### config.mk
export PLATFORM = sky130hd
export DESIGN_NAME = md_unit
export DESIGN_NICKNAME = d
export VERILOG_FILES = /design/src/rtl/md_unit.sv
export SDC_FILE = /design/constraint.sdc
export NUM_CORES = 2
export LEC_CHECK = 0
export CAP_MARGIN = 5
export CORE_ASPECT_RATIO = 0.5
export CORE_MARGIN = 2
export CORE_UTILIZATION = 25
export DETAILED_ROUTE_END_ITERATION = 7
export PLACE_DENSITY = 0.35
export SLEW_MARGIN = 20
export SYNTH_ARGS = -nofsm -noshare
export SYNTH_HDL_FRONTEND = slang
export SYNTH_SLANG_ARGS = --single-unit
### constraint.sdc
create_clock -name clk -period 11.3 [get_ports clk]
set_input_delay 3.39 -clock clk [delete_from_list [all_inputs] [get_ports clk]]
set_output_delay 3.39 -clock clk [all_outputs]
set_load 0.02 [all_outputs]
### src/rtl/md_unit.sv
// Multi-cycle multiply/divide unit owning HI/LO. Optional early-out divide: MD_DIV_EARLY_EN.
// Latency MTHI/MTLO 1, MULT MUL_STAGES, DIV WIDTH+1; req_ready low while busy or flushing.
module md_unit #(
  parameter int WIDTH      = 32,
  parameter int MUL_STAGES = 2
) (
  input  logic             clk,
  input  logic             reset,
  input  logic             req_valid,
  output logic             req_ready,
  input  logic [1:0]       req_op,
  input  logic             req_signed,
  input  logic [WIDTH-1:0] req_src1,
  input  logic [WIDTH-1:0] req_src2,
  input  logic             flush,
  output logic             busy,
  output logic             done,
  output logic             div_zero,
  output logic [WIDTH-1:0] hi_out,
  output logic [WIDTH-1:0] lo_out
);

  localparam logic [1:0] OP_MULT = 2'b00;
  localparam logic [1:0] OP_DIV  = 2'b01;
  localparam logic [1:0] OP_MTHI = 2'b10;
  localparam int CNT_MAX = (WIDTH > MUL_STAGES) ? WIDTH : MUL_STAGES;
  localparam int CW      = $clog2(CNT_MAX + 1);

  typedef enum logic [1:0] {S_IDLE, S_MTX, S_MUL, S_DIV} state_t;

  state_t             r_state, w_state_nxt;
  logic               r_mthi, r_signed, r_dsetup, r_qneg, r_rneg, r_dz, r_early;
  logic [WIDTH-1:0]   r_a, r_b, r_rem, r_quo, r_dvs, r_hi, r_lo;
  logic [CW-1:0]      r_cnt;
  logic               r_done, r_div_zero;
  logic               w_accept, w_commit, w_early;
  logic [WIDTH-1:0]   w_hi_nxt, w_lo_nxt, w_a_abs, w_b_abs, w_rem_it, w_quo_it;
  logic [WIDTH:0]     w_shift, w_diff;
  logic [2*WIDTH-1:0] w_a_ext, w_b_ext, w_prod;

  assign req_ready = (r_state == S_IDLE) && !flush;
  assign w_accept  = req_valid && req_ready;
  assign busy      = (r_state != S_IDLE);
  assign done      = r_done;
  assign div_zero  = r_div_zero;
  assign hi_out    = r_hi;
  assign lo_out    = r_lo;

  // Sign-extending to 2*WIDTH lets one unsigned multiplier serve both signednesses.
  assign w_a_ext = {{WIDTH{r_signed & r_a[WIDTH-1]}}, r_a};
  assign w_b_ext = {{WIDTH{r_signed & r_b[WIDTH-1]}}, r_b};
  assign w_prod  = w_a_ext * w_b_ext;

  assign w_a_abs = (r_signed && r_a[WIDTH-1]) ? -r_a : r_a;
  assign w_b_abs = (r_signed && r_b[WIDTH-1]) ? -r_b : r_b;

  // One restoring step: the remainder always stays below the divisor, so WIDTH bits suffice.
  assign w_shift  = {r_rem, r_quo[WIDTH-1]};
  assign w_diff   = w_shift - {1'b0, r_dvs};
  assign w_rem_it = w_diff[WIDTH] ? w_shift[WIDTH-1:0] : w_diff[WIDTH-1:0];
  assign w_quo_it = {r_quo[WIDTH-2:0], ~w_diff[WIDTH]};

`ifdef MD_DIV_EARLY_EN
  assign w_early = (r_b == '0) || (w_a_abs < w_b_abs);
`else
  assign w_early = 1'b0;
`endif

  always_comb begin
    w_state_nxt = r_state;
    w_commit    = 1'b0;
    w_hi_nxt    = r_hi;
    w_lo_nxt    = r_lo;
    case (r_state)
      S_IDLE: begin
        if (w_accept) begin
          case (req_op)
            OP_MULT: w_state_nxt = S_MUL;
            OP_DIV:  w_state_nxt = S_DIV;
            default: w_state_nxt = S_MTX;
          endcase
        end
      end
      S_MTX: begin
        w_commit    = 1'b1;
        w_state_nxt = S_IDLE;
        if (r_mthi) w_hi_nxt = r_a;
        else        w_lo_nxt = r_a;
      end
      S_MUL: begin
        if (r_cnt == '0) begin
          w_commit    = 1'b1;
          w_state_nxt = S_IDLE;
          w_hi_nxt    = w_prod[2*WIDTH-1:WIDTH];
          w_lo_nxt    = w_prod[WIDTH-1:0];
        end
      end
      S_DIV: begin
        if (!r_dsetup && (r_early || r_cnt == '0)) begin
          w_commit    = 1'b1;
          w_state_nxt = S_IDLE;
          if (r_early) begin
            w_hi_nxt = r_a;
            w_lo_nxt = r_dz ? '1 : '0;
          end else begin
            w_hi_nxt = r_dz ? r_a : (r_rneg ? -w_rem_it : w_rem_it);
            w_lo_nxt = r_dz ? '1  : (r_qneg ? -w_quo_it : w_quo_it);
          end
        end
      end
      default: w_state_nxt = S_IDLE;
    endcase
    if (flush) begin
      w_state_nxt = S_IDLE;
      w_commit    = 1'b0;
    end
  end

  always_ff @(posedge clk) begin
    if (reset) begin
      r_state    <= S_IDLE;
      r_hi       <= '0;
      r_lo       <= '0;
      r_done     <= 1'b0;
      r_div_zero <= 1'b0;
    end else begin
      r_state <= w_state_nxt;
      r_done  <= w_commit;
      if (w_commit) begin
        r_hi       <= w_hi_nxt;
        r_lo       <= w_lo_nxt;
        r_div_zero <= (r_state == S_DIV) && r_dz;
      end
    end
  end

  always_ff @(posedge clk) begin
    if (w_accept) begin
      r_mthi   <= (req_op == OP_MTHI);
      r_signed <= req_signed;
      r_a      <= req_src1;
      r_b      <= req_src2;
      r_cnt    <= CW'(MUL_STAGES - 1);
      r_dsetup <= 1'b1;
    end else if (r_state == S_MUL) begin
      r_cnt <= r_cnt - CW'(1);
    end else if (r_state == S_DIV) begin
      if (r_dsetup) begin
        r_dsetup <= 1'b0;
        r_rem    <= '0;
        r_quo    <= w_a_abs;
        r_dvs    <= w_b_abs;
        r_qneg   <= r_signed & (r_a[WIDTH-1] ^ r_b[WIDTH-1]);
        r_rneg   <= r_signed & r_a[WIDTH-1];
        r_dz     <= (r_b == '0);
        r_early  <= w_early;
        r_cnt    <= CW'(WIDTH - 1);
      end else begin
        r_rem <= w_rem_it;
        r_quo <= w_quo_it;
        r_cnt <= r_cnt - CW'(1);
      end
    end
  end

endmodule

==> reports/metrics.sh <==
NUMBER_OF_GLOBAL_ROUTE_VIAS_BEFORE_REPAIR=43900
ASYNC_SR_FLOP_FRACTION_PCT=0
SYNTH-MAIN-FF-CELL='edfxtp_1'
NUMBER_OF_CELLS_TRAVERSED_BY_THE_WORST_REGISTER_TO_REGISTER_PATH=28
FLOW.AREA_GROWTH_FROM_SYNTHESIS_PCT=11.1
PATH_MAX_FANOUT=19
INITIAL_CORE_UTIL_PCT=25.2
FLOORPLAN.CORE_AREA_UM2=207000
SYN_AVG_CELL_AREA_UM2=9.06
CRIT_TYPE='reg -> reg'
WORSTPATHREQUIRED_PS=11790
WORST_PIN_SLEW_PS=1200
VIA_COUNT=40700
DRT-TOTAL-WL_MM=219
ARRIVAL_PS=10610
TIMING.HOLD.WS_PS=488
GLOBAL_ROUTE.USAGE.TOTAL_PCT=20.7
DRV_CAP=0
FINAL_HOLD_VIOL_COUNT=0
CLK_PIN_SLEW_WORST_PATHS_PS=60
FLOORPLAN.IO_PINS=139
YOSYSWARNINGS=0
POST_ROUTE_SETUP_TNS_PS=0
FINAL_NET_COUNT=7167
ROUTE.DETAILED.DRC=0
DRT_PRE_ANTENNA_ITERS=6
DIE-AREA_UM2=213000
SLOWEST_STAGE_CELL_CP='edfxtp_1'
CTS.HOLD.BUFFERS_ADDED=0
POST_ROUTE_CELLS_DRIVE_ABOVE_1_SHARE_PCT=3.98
OUTCOME='complete, no violations'
GP_CONGESTION=0.882
END_KIND='flip-flop'
SYNTHESIS.INSTANCES=5773
ROUTE.ANTENNA.REMAINING_NETS=0
CRITPATHMAXSTAGEDELAY_PS=780
TIMING.SLEW.HEADROOM_PCT=20.3
PLACED_CELL_AREA_UM2=56800
CLOCKBUFFERDEPTH=3
POST-CTS-SETUP-BUFFERS=0
HP-CLASS='reg -> reg'
DP_HPWL_MM=171
WORST_PATH_MOST_REPEATED_CELL='fa_1'
LAYOUT_COMMONEST_CELL='inv_1'
FP.DIEW_UM=651
POST_SYNTH_EDFFS=165
WL_PER_CELL_UM=25.7
COUNT_OF_CLOCK_TREE_SINKS=240
NUM_ROWS=118
FINAL_UTIL_PCT=28.0
DRT-VIAS-PER-INSTANCE=4.78
MAPPEDNETLISTAREA_UM2=52300
SLEW_VIOLATIONS=0
FINALCRITPERIODSHARE_PCT=89.6
GRT_FIRST_PASS_WIRELENGTH_MM=321
CTSROOTBUFFERMASTER='clkbuf_16'
SETUP_VIOL=0
MAPPEDNETLISTNETS=7220
OVERFLOW=0
SETUP_REPAIR_AFTER_GLOBAL_ROUTING_MISSED_ITS_MARGIN='false'
TIMING.FMAX_MHz=98.8
LAYOUT_MIN_CYCLE_TIME_PS=10120
CTS.HTREE.LEVELS=2
FINAL_AREA_UM2=58100
CTS_TREE='built'
MOST-COMMON-LAYOUT-CELLS='inv_1, fa_1, nand2_1'
GRT_ANTENNA_BEFORE_REPAIR=21
BUFFER_PORTS.INSERTED=138
DRT_FIRST_ITER_VIOLATIONS=3329
NUMCTSBUFFERS=36
GRT_MAX_DEGREE=55
HOLD_DEPTH=2
FIN_WORST_SKEW_PS=22.7
SYNTH-SEQ-CELLS=240
CTS_REPAIR_RESIZE_COUNT=0
WORSTSKEWPAIRLATENCY_PS=570
CRITICAL_PATH.STARTPOINT_TYPE='flip-flop'
SEQ_AREA_FRAC_SYNTH_PCT=12.3
NETLIST-CELL-TYPE-COUNT=83
DIE_HEIGHT_UM=327
[cells in the mapped netlist (16+ instances only)]
cell type | count | area (um^2)
o21ai_0 | 135 | 676
o31ai_1 | 23 | 173
nand2b_1 | 28 | 175
xnor2_1 | 118 | 1030
fa_1 | 1126 | 22500
o21bai_1 | 16 | 120
a31oi_1 | 22 | 138
and2_1 | 354 | 2210
dfxtp_1 | 75 | 1500
nand4_1 | 26 | 163
clkbuf_1 | 296 | 1110
mux2i_1 | 27 | 270
nor2_1 | 256 | 961
a21oi_1 | 183 | 916
nand3_1 | 32 | 160
and3_1 | 29 | 181
a21o_1 | 44 | 330
nor3_1 | 57 | 285
ha_1 | 250 | 3130
or4_1 | 21 | 158
buf_1 | 55 | 206
nand2_1 | 835 | 3130
nor2b_1 | 20 | 125
inv_1 | 1195 | 4490
a211oi_1 | 50 | 375
o21a_1 | 21 | 158
a221oi_1 | 17 | 149
edfxtp_1 | 165 | 4950
o41ai_1 | 22 | 193
or3_1 | 19 | 119
xor2_1 | 82 | 718
o211ai_1 | 20 | 150
nor4_1 | 19 | 119
[metrics by stage]
stage          worst slack (ps)  cells
5_1_grt                     758   8508
3_3_place_gp                702   8439
6_report                   1180   8517
4_1_cts                    1240   8507
2_1_floorplan              2950   5773
3_5_place_dp               1290   8441
[critical path, delay by kind of cell, from the launching register on]
| kind | cells | cell delay [ps] |
|---|---|---|
| flops | 1 | 780 |
| compound gates | 8 | 3320 |
| fa+ha+maj | 9 | 4350 |
| buf+inv | 7 | 750 |
| xor+xnor | 1 | 140 |
| simple gates | 3 | 620 |
[layer usage]
layer  track usage, %  wire length (um)  vias to the layer above
li1                 -                 -                    17500
met1             30.3            104000                    21800
met2             32.9             97600                     1236
met3             2.60             12700                      183
met4             3.84              4440                        6
met5                0                42                        -
[flip-flops by register name, summed over array words and instances (netlist names), 2 cells and up]
register	cells
r_state	2
r_b	32
lo_out	32
r_quo	32
r_dvs	32
r_rem	32
hi_out	32
r_a	32
r_cnt	6
[final cells by class]
| cell class | instances | area (um^2) |
|---|---|---|
| clock buffers | 49 | 1030 |
| repair buffers | 267 | 2400 |
| well taps | 2760 | 3450 |
| inverters | 1196 | 4490 |
| multi-input cells | 3979 | 40000 |
| flip-flops and latches | 240 | 6460 |
| diodes | 9 | 22.5 |
| fillers | 22100 | 149000 |
| clock inverters | 17 | 195 |
[final timing paths]
check | slack [ps] | start | endpoint
max | 1180 | r_b[0] | hi_out[12]
max reg2reg | 1180 | r_b[0] | hi_out[12]
min reg2reg | 490 | lo_out[9] | lo_out[9]
min | 490 | lo_out[9] | lo_out[9]
[logic make-up (layout without fill, tap and decap cells)]
logic type / count (synthesis) / count (layout) / share of synthesized area (%)
flops: 240 / 240 / 12.3
mux: 30 / 30 / 0.589
compound gates: 637 / 637 / 7.88
simple gates: 1736 / 1736 / 15.6
other cells: 0 / 9 / 0
buf+inv: 1554 / 1529 / 11.2
fa+ha+maj: 1376 / 1376 / 49.1
xor+xnor: 200 / 200 / 3.35
Power is left out: the tool's default activity adds up to more than one toggle a clock period on the data nets, which glitch-free logic cannot reach.
